`src/rtl/multdiv_writeback_arbiter_pkg.sv`:
```
// Shared widths, entry layout and arbitration select encoding for the
// multdiv writeback arbiter and its result FIFO.
package multdiv_writeback_arbiter_pkg;

  localparam int MD_DEPTH      = 2;
  localparam int MD_STATUS_REG = 30;
  localparam int RD_W          = 5;
  localparam int DATA_W        = 32;
  localparam int TAG_W         = 5;
  localparam int ENTRY_W       = RD_W + DATA_W + TAG_W;

  // rd is the register actually written; tag is the issuing destination whose
  // pending bit the drain releases (they differ on overflow status writes).
  typedef struct packed {
    logic [RD_W-1:0]   rd;
    logic [DATA_W-1:0] data;
    logic [TAG_W-1:0]  tag;
  } md_entry_t;

  typedef enum logic [1:0] {
    ARB_IDLE  = 2'd0,
    ARB_WB    = 2'd1,
    ARB_DRAIN = 2'd2
  } arb_sel_e;

endpackage

```
`src/rtl/multdiv_writeback_arbiter_fifo.sv`:
```
// Small FIFO holding completed mult/div results until the register-file
// write port is free. A push into a full FIFO is accepted only with a pop.
module md_result_fifo
  import multdiv_writeback_arbiter_pkg::*;
#(
  parameter int DEPTH = MD_DEPTH,
  localparam int PTR_W = (DEPTH > 1) ? $clog2(DEPTH) : 1,
  localparam int CNT_W = $clog2(DEPTH + 1)
) (
  input  logic             clk,
  input  logic             clr,
  input  logic             push,
  input  md_entry_t        push_entry,
  input  logic             pop,
  output md_entry_t        head,
  output logic [CNT_W-1:0] count,
  output logic             full,
  output logic             empty
);

  md_entry_t        mem [DEPTH];
  logic [PTR_W-1:0] wr_ptr;
  logic [PTR_W-1:0] rd_ptr;
  logic             do_push;
  logic             do_pop;

  assign full    = (count == CNT_W'(DEPTH));
  assign empty   = (count == '0);
  assign do_pop  = pop && !empty;
  assign do_push = push && (!full || do_pop);
  assign head    = mem[rd_ptr];

  always_ff @(posedge clk) begin
    if (do_push) begin
      mem[wr_ptr] <= push_entry;
    end
  end

  // DEPTH is a power of two, so the pointers wrap naturally.
  always_ff @(posedge clk or negedge clr) begin
    if (!clr) begin
      wr_ptr <= '0;
      rd_ptr <= '0;
      count  <= '0;
    end else begin
      if (do_push) wr_ptr <= wr_ptr + PTR_W'(1);
      if (do_pop)  rd_ptr <= rd_ptr + PTR_W'(1);
      case ({do_push, do_pop})
        2'b10:   count <= count + CNT_W'(1);
        2'b01:   count <= count - CNT_W'(1);
        default: count <= count;
      endcase
    end
  end

endmodule

```
`src/rtl/multdiv_writeback_arbiter.sv`:
```
// Merges queued mult/div results with the pipeline writeback onto the single
// register-file write port and tracks pending destinations for decode.
module multdiv_writeback_arbiter
  import multdiv_writeback_arbiter_pkg::*;
#(
  parameter int DEPTH      = MD_DEPTH,
  parameter int STATUS_REG = MD_STATUS_REG
) (
  input  logic              clk,
  input  logic              clr,
  input  logic              md_issue,
  input  logic [RD_W-1:0]   md_issue_rd,
  input  logic              md_rdy,
  input  logic [RD_W-1:0]   md_rd,
  input  logic [DATA_W-1:0] md_data,
  input  logic              wb_we,
  input  logic [RD_W-1:0]   wb_rd,
  input  logic [DATA_W-1:0] wb_data,
  input  logic [RD_W-1:0]   dec_rs,
  input  logic [RD_W-1:0]   dec_rt,
  output logic              rf_we,
  output logic [RD_W-1:0]   rf_rd,
  output logic [DATA_W-1:0] rf_data,
  output logic              wb_stall,
  output logic              dec_stall,
  output logic [1:0]        fifo_count,
  output logic              proto_err
);

  localparam int CNT_W = $clog2(DEPTH + 1);
  localparam logic [RD_W-1:0] STATUS_RD = RD_W'(STATUS_REG);

  // Handshake: md_rdy is a one-cycle pulse and is always accepted into the
  // FIFO; wb_we is held by the pipeline while wb_stall is high and counts as
  // written in any cycle where wb_we=1 and wb_stall=0.

  logic             in_flight;
  logic [TAG_W-1:0] tag_q;
  logic [31:0]      pending;
  logic [31:0]      pending_next;
  logic [31:0]      set_mask;
  logic [31:0]      clr_mask;
  logic             proto_err_q;
  logic             proto_err_set;
  logic             issue_ok;

  md_entry_t        push_entry;
  md_entry_t        head;
  logic [CNT_W-1:0] count;
  logic             fifo_full;
  logic             fifo_empty;
  logic             pop;
  arb_sel_e         arb_sel;

  assign push_entry = '{rd: md_rd, data: md_data, tag: (in_flight ? tag_q : '0)};

  md_result_fifo #(.DEPTH(DEPTH)) u_fifo (
    .clk        (clk),
    .clr        (clr),
    .push       (md_rdy),
    .push_entry (push_entry),
    .pop        (pop),
    .head       (head),
    .count      (count),
    .full       (fifo_full),
    .empty      (fifo_empty)
  );

  // A full FIFO takes the port so the next md_rdy always finds room.
  always_comb begin
    arb_sel = ARB_IDLE;
    if (fifo_full)        arb_sel = ARB_DRAIN;
    else if (wb_we)       arb_sel = ARB_WB;
    else if (!fifo_empty) arb_sel = ARB_DRAIN;
  end

  assign pop = clr && (arb_sel == ARB_DRAIN);

  always_comb begin
    rf_we    = 1'b0;
    rf_rd    = '0;
    rf_data  = '0;
    wb_stall = 1'b0;
    if (clr) begin
      case (arb_sel)
        ARB_WB: begin
          rf_we   = (wb_rd != '0);
          rf_rd   = wb_rd;
          rf_data = wb_data;
        end
        ARB_DRAIN: begin
          rf_we    = (head.rd != '0);
          rf_rd    = head.rd;
          rf_data  = head.data;
          wb_stall = wb_we && fifo_full;
        end
        default: ;
      endcase
    end
  end

  // A second issue is only legal when the in-flight op completes that cycle.
  assign issue_ok      = md_issue && (!in_flight || md_rdy);
  assign proto_err_set = (md_issue && in_flight && !md_rdy)
                       || (md_rdy && !in_flight)
                       || (md_rdy && fifo_full && !pop);

  assign set_mask     = (issue_ok && (md_issue_rd != '0)) ? (32'd1 << md_issue_rd) : 32'd0;
  assign clr_mask     = pop ? (32'd1 << head.tag) : 32'd0;
  assign pending_next = (pending & ~clr_mask) | set_mask;

  always_ff @(posedge clk or negedge clr) begin
    if (!clr) begin
      in_flight   <= 1'b0;
      tag_q       <= '0;
      pending     <= '0;
      proto_err_q <= 1'b0;
    end else begin
      if (issue_ok) begin
        tag_q     <= md_issue_rd;
        in_flight <= 1'b1;
      end else if (md_rdy) begin
        in_flight <= 1'b0;
      end
      pending <= pending_next;
      if (proto_err_set) proto_err_q <= 1'b1;
    end
  end

  always_comb begin
    dec_stall = 1'b0;
    if (clr) begin
      dec_stall = pending[dec_rs] || pending[dec_rt]
               || (((dec_rs == STATUS_RD) || (dec_rt == STATUS_RD)) && (in_flight || !fifo_empty));
    end
  end

  assign fifo_count = 2'(count);
  assign proto_err  = proto_err_q;

endmodule
```
`config.mk`:
```
export PLATFORM = sky130hd
export DESIGN_NAME = multdiv_writeback_arbiter
export DESIGN_NICKNAME = d
export VERILOG_FILES = /design/src/rtl/multdiv_writeback_arbiter_pkg.sv /design/src/rtl/multdiv_writeback_arbiter_fifo.sv /design/src/rtl/multdiv_writeback_arbiter.sv
export SDC_FILE = /design/constraint.sdc
export NUM_CORES = 1
export LEC_CHECK = 0
export ABC_CLOCK_PERIOD_IN_PS = 7110
export CORE_MARGIN = 5
export CORE_UTILIZATION = 33
export CTS_CLUSTER_DIAMETER = 80
export DETAILED_ROUTE_END_ITERATION = 10
export PLACE_DENSITY_LB_ADDON = 0.1
export REMOVE_ABC_BUFFERS = 1
export SLEW_MARGIN = 20
export SYNTH_ARGS = -nofsm -noshare
export SYNTH_HDL_FRONTEND = slang
export SYNTH_SLANG_ARGS = --single-unit
export TNS_END_PERCENT = 20
```
`constraint.sdc`:
```
create_clock -name clk -period 7.11 [get_ports clk]
set_input_delay 1.422 -clock clk [delete_from_list [all_inputs] [get_ports clk]]
set_output_delay 1.422 -clock clk [all_outputs]
set_load 0.01 [all_outputs]
```
==> flow_summary.json, run 1 <==
{
  "antenna_found_initial": 0,
  "maxCapViolations": 0,
  "peakVddDrop_mv": 0.165,
  "clock_latency_ns": 0.41,
  "synth_area_per_cell_sq_um": 12.6,
  "drive_above_1_share_pct": 8.28,
  "grtUsageTotal_pct": 15.6,
  "setup_viol": 0,
  "cts_hold_buf": 0,
  "dr_total_vias": 4248,
  "synth_area_sq_um": 5860,
  "routed_wl_um": 15400,
  "worstPathRequired_ns": 5.69,
  "critPathSlowestCell": "clkdlybuf4s50_1",
  "dieHeight_um": 143,
  "endpoint_kind": "output pin",
  "synth_edf_count": 84,
  "clkSinkCount": 127,
  "cts_resized": 0,
  "design_area_sq_um": 8040,
  "ctsLongestPathBuffers": 2,
  "io_pins": 137,
  "async_flop_share_pct": 33.9,
  "min_period_ns": 5.37,
  "drcViolationCount": 0,
  "grt_pass1_vias": 4608,
  "power.internal_mw": 2.01,
  "final_antenna_net_count": 0,
  "power_frac_clock_pct": 29.1,
  "switchingPower_mw": 0.889,
  "switching_share_pct": 30.6,
  "antenna_cells": 0,
  "setup_tns_ns": 0,
  "path_common_cell": "clkdlybuf4s50_1",
  "post_cts_buffers": 0,
  "max_stage_delay_ns": 0.71,
  "numCtsBuffers": 17,
  "power_density_nw_per_um2": 361,
  "ys_ff_latch": 127,
  "report.final.slew_viol_count": 0,
  "hpwl_um": 11200,
  "power_leakage_nw": 2.93,
  "clkTransAtPathRegs_ns": 0.05,
  "die_w_um": 143,
  "place_congestion": 0.893,
  "place_inst": 809,
  "p_comb_share_pct": 30.7,
  "cp_data_arrival_time_ns": 3.94,
  "fin_nets": 698,
  "first_pass_iters": 4,
  "drt-initial-drc-count": 243,
  "finalHoldViolCount": 0,
  "path_cells": "clkdlybuf4s50_1, mux4_1, mux4_2, nand2_1, a41oi_1, clkdlybuf4s50_1",
  "hold_class": "flop to flop",
  "grt-ovfl-total": 0,
  "ys_seq_area_share_pct": 61.4,
  "ys.flop_type": "edfxtp_1",
  "postSynthCellCount": 464,
  "post-route-util_pct": 46.3,
  "finClkSkew_ns": 0.00727,
  "placed_area_sq_um": 7450,
  "cp_top_family": "buffers and inverters",
  "pwr-share-seq_pct": 40.2,
  "die_area_sq_um": 20500,
  "crit_path_start_kind": "primary input",
  "ys_warn_count": 0,
  "drt-wirelength-per-cell_um": 18.3,
  "htree_levels": 4,
  "pre_cts_ws_ns": 1.73,
  "tritoncts": "yes",
  "port_buffers": 136,
  "vias_per_cell": 5.05,
  "core.rowCount": 48,
  "setup_ws_ns": 1.74,
  "period_share_pct": 75.5,
  "grt_max_degree": 43,
  "ys_types": 44,
  "slew_headroom_pct": 43.6,
  "cts-root-buf": "clkbuf_16",
  "core_area_sq_um": 17400,
  "areaGrowthSynthToFinish_pct": 37.2,
  "rsz0062_at_grt": "false",
  "worst_slew_pin_slew_ns": 0.845,
  "status": "finished, final reports clean",
  "grt_first_pass_wirelength_um": 24400,
  "worst-path-buf-inv": 2,
  "final_cells": 841,
  "fmax_mhz": 186,
  "path_class": "primary input to output pin",
  "start_util_pct": 33.8,
  "cp_max_fo": 9
}
-- state kept, by name, indices dropped and copies added (netlist names) --
register	flops
tag_q	5
u_fifo.wr_ptr	1
proto_err	1
u_fifo.count	2
u_fifo.mem	84
in_flight	1
u_fifo.rd_ptr	1
pending	32
-- cell families (layout without fill, tap and decap cells) --
family | count (synthesis) | in the layout | share of synthesized area (%)
AOI/OAI and AO/OA | 126 | 126 | 12.0
and+or+nand+nor | 115 | 115 | 9.59
muxes | 61 | 61 | 13.9
xor gates and xnor gates | 5 | 5 | 0.747
DFF | 127 | 127 | 61.4
adders and majority gates | 1 | 1 | 0.214
buffers and inverters | 29 | 181 | 2.16
-- Yosys cell counts (4+ instances only) --
library cell / n / area (sq um)
a32oi_1: 4 / 35.0
and2_1: 6 / 37.5
buf_2: 8 / 40.0
clkbuf_1: 8 / 30.0
dfrtp_1: 43 / 1080
edfxtp_1: 84 / 2520
inv_1: 8 / 30.0
mux2i_1: 42 / 420
mux4_2: 12 / 270
nand2_1: 52 / 195
nand2b_1: 18 / 113
nand3_1: 7 / 35.0
nor2_1: 10 / 37.5
nor2b_1: 7 / 43.8
o21ai_0: 10 / 50.1
o21ai_1: 93 / 465
or2_1: 5 / 31.3
xnor2_1: 4 / 35.0
-- area by class of cell --
cell class / count / area (sq um)
clock buffers: 27 / 536
multi-input cells: 308 / 2150
flip-flops and latches: 127 / 3600
clock inverters: 5 / 50.0
inverters: 9 / 33.8
fillers: 1580 / 9320
repair buffers: 140 / 1390
well taps: 225 / 282
-- power groups by stage --
stage / clock network [mW] / logic, mW / registers [mW]
after floorplan: 0 / 0.511 / 1.15
after global placement: 0 / 0.894 / 1.18
after detailed placement: 0 / 0.905 / 1.18
after CTS: 0.867 / 0.908 / 1.17
after global routing: 0.899 / 0.976 / 1.19
final: 0.844 / 0.889 / 1.17
-- final timing paths --
path                            cells past startpoint  slack, ns       startpoint         endpoint
worst max-delay path                                6       1.74        dec_rt[0]        dec_stall
worst min-delay path                                1       0.46        proto_err        proto_err
worst max register to register                      9       4.56  u_fifo.count[0]  u_fifo.count[1]
worst min register to register                      1       0.46        proto_err        proto_err
max in group asynchronous                           2       5.43              clr    u_fifo.rd_ptr
min in group asynchronous                           1       0.89              clr         tag_q[4]
-- layer usage --
layer  up-vias  part of all wire (%)  global-route usage [%]
li1       2028                     -                       -
met1      2050                    41                    18.5
met5         -                     0                       0
met2       147                    50                    26.6
met4         0                   1.8                    5.80
met3        23                   7.2                    5.02
-- stage by stage --
| step | total power, mW | hold slack (ns) |
|---|---|---|
| floorplan | 1.67 | 0.439 |
| global placement | 2.07 | 0.454 |
| detailed placement | 2.09 | 0.452 |
| CTS | 2.94 | 0.471 |
| global route | 3.07 | 0.503 |
| finish | 2.90 | 0.463 |
-- worst register-to-register path, cell delays in order (launching register included) --
cell      delay (ns)
dfrtp_1         0.49
nand2b_1        0.29
nand2_1         0.13
nand2_1         0.49
buf_4           0.41
inv_2           0.06
ha_1            0.21
xnor2_1         0.16
nor2_1          0.06
xor2_1          0.14
-- cell usage in the layout (no fill, tap or decap), drive strengths merged, types with 5 or more instances in the layout --
| cell type | synthesis | routed |
|---|---|---|
| clkdlybuf4s50 | 0 | 135 |
| o21ai | 103 | 103 |
| edfxtp | 84 | 84 |
| nand2 | 52 | 52 |
| dfrtp | 43 | 43 |
| mux2i | 42 | 42 |
| clkbuf | 8 | 27 |
| nand2b | 18 | 18 |
| mux4 | 15 | 15 |
| nor2 | 10 | 10 |
| inv | 9 | 9 |
| nand3 | 7 | 7 |
| nor2b | 7 | 7 |
| and2 | 6 | 6 |
| or2 | 5 | 5 |
| buf | 12 | 5 |
Power figures use the tool's default switching activity.
==> run 2: changes to the inputs <==
- ABC_CLOCK_PERIOD_IN_PS: 7110 -> 4500
- clock period: 7.11 -> 4.5 ns (I/O delays scaled with it)
==> run 2 against run 1 <==
Utilization increased by 0.30 points; cell count increased by 0.59%; worst hold slack got worse by 0.073 ns; wire length increased by 1.2%; first-iteration DRC count increased by 21%; critical path depth unchanged; power increased by 61%; highest routed layer unchanged.
==> flow_summary.json, run 2 (synthesis gave the netlist of run 1 again) <==
{
  "slew_headroom_pct": 56.4,
  "top_usage_layer": "met2",
  "ctsLongestPathBuffers": 2,
  "power_leakage_nw": 2.96,
  "hold_class": "primary input to asynchronous set/reset pin",
  "cp_data_arrival_time_ns": 3.40,
  "grt_pass1_vias": 4675,
  "endpoint_kind": "output pin",
  "r2r_start": "u_fifo.rd_ptr",
  "port_buffers": 136,
  "cts-root-buf": "clkbuf_16",
  "top_register": "u_fifo.mem",
  "final_common_cell": "clkdlybuf4s50_1",
  "drive_above_1_share_pct": 9.02,
  "grt_max_degree": 43,
  "cts_resized": 0,
  "htree_levels": 4,
  "die_w_um": 143,
  "fin_nets": 703,
  "first_pass_iters": 5,
  "status": "finished, final reports clean",
  "routed_wl_um": 15600,
  "nFillCells": 1584,
  "critPathSlowestCell": "clkdlybuf4s50_1",
  "tritoncts": "yes",
  "grt-ovfl-total": 0,
  "path_common_cell": "clkdlybuf4s50_1",
  "setup_tns_ns": 0,
  "core.rowCount": 48,
  "antenna_found_initial": 0,
  "min_period_ns": 4.30,
  "clkSinkCount": 127,
  "setup_viol": 0,
  "worst-path-buf-inv": 2,
  "path_cells": "clkdlybuf4s50_1, mux4_1, mux4_2, nand2_1, a41oi_1, clkdlybuf4s50_1",
  "max_stage_delay_ns": 0.70,
  "drt-wirelength-per-cell_um": 18.5,
  "clock_latency_ns": 0.41,
  "ff2ff_path_depth": 6,
  "maxCapViolations": 0,
  "period_share_pct": 95.6,
  "largest_reg_flops": 84,
  "r2r_end": "pending[16]",
  "drcViolationCount": 0,
  "worst_slew_pin_slew_ns": 0.650,
  "peakVddDrop_mv": 0.282,
  "grt_first_pass_wirelength_um": 25300,
  "use_met2_pct": 26.2,
  "vias_per_cell": 5.08,
  "whs_ns": 0.390,
  "start_util_pct": 33.8,
  "fmax_mhz": 233,
  "final_antenna_net_count": 0,
  "path_class": "primary input to output pin",
  "place_inst": 814,
  "dr_total_vias": 4294,
  "cp_max_fo": 9,
  "power_density_nw_per_um2": 576,
  "rsz0062_at_grt": "false",
  "place_congestion": 0.882,
  "die_area_sq_um": 20500,
  "finClkSkew_ns": 0.00650,
  "placed_area_sq_um": 7490,
  "finalHoldViolCount": 0,
  "cp_top_family": "buffers and inverters",
  "drt-initial-drc-count": 295,
  "report.final.slew_viol_count": 0,
  "final_cells": 846,
  "grt_use_met1_pct": 20.0,
  "gr-usage-met3_pct": 5.56,
  "worstPathRequired_ns": 3.60,
  "final_cell_mix": "135 x clkdlybuf4s50_1, 93 x o21ai_1, 84 x edfxtp_1",
  "crit_path_start_kind": "primary input",
  "numCtsBuffers": 17,
  "areaGrowthSynthToFinish_pct": 38.1,
  "clkTransAtPathRegs_ns": 0.06,
  "top_regs": "u_fifo.mem (84), pending (32), tag_q (5)",
  "antenna_cells": 0,
  "post_cts_buffers": 0,
  "cts_hold_buf": 0,
  "hpwl_um": 11400,
  "grtUsageTotal_pct": 16.1,
  "regToRegSetupSlack_ns": 2.03,
  "dieHeight_um": 143,
  "design_area_sq_um": 8090,
  "io_pins": 137,
  "core_area_sq_um": 17400
}
[run 2: changes by cell type in the layout (fill, tap and decap cells not counted), sizes merged]
cell	change
buf	+5
clkinv	-2
bufinv	+1
inv	+1
[run 2: metal layers]
metal | wire length, um | vias to the layer above
met5 | 0 | -
met3 | 932 | 31
met4 | 335 | 0
met1 | 6730 | 2094
li1 | - | 2037
met2 | 7620 | 132
[run 2: area by class of cell]
cell class	instances	area, sq um	share of cell area [%]
clock inverter	5	76.3	0.943
inverter	9	33.8	0.418
clock buffer	27	524	6.48
timing repair buffer	145	1420	17.6
sequential	127	3600	44.5
tap	225	282	3.48
multi-input combinational	308	2150	26.6
[run 2: metrics by stage]
stage	setup WS, ns	util [%]	total power [mW]
CTS	0.184	46.6	4.72
finish	0.200	46.6	4.66
global placement	0.249	43.2	3.30
floorplan	1.09	-	2.63
global route	0.104	46.6	4.93
detailed placement	0.187	43.2	3.33
[run 2: worst max path at each step]
| stage | start | to | cells past startpoint |
|---|---|---|---|
| 2_1_floorplan | clr | rf_we | 4 |
| 3_3_place_gp | dec_rt[0] | dec_stall | 6 |
| 3_5_place_dp | dec_rt[0] | dec_stall | 6 |
| 4_1_cts | dec_rt[0] | dec_stall | 6 |
| 5_1_grt | dec_rt[0] | dec_stall | 6 |
| 6_report | dec_rt[0] | dec_stall | 6 |
[run 2: power breakdown]
group / leakage, nW / switching [mW] / internal, mW / total [mW]
logic: 1.35 / 0.709 / 0.718 / 1.43
clock network: 0.297 / 0.475 / 0.906 / 1.38
registers: 1.31 / 0.245 / 1.61 / 1.85
total: 2.96 / 1.43 / 3.23 / 4.66
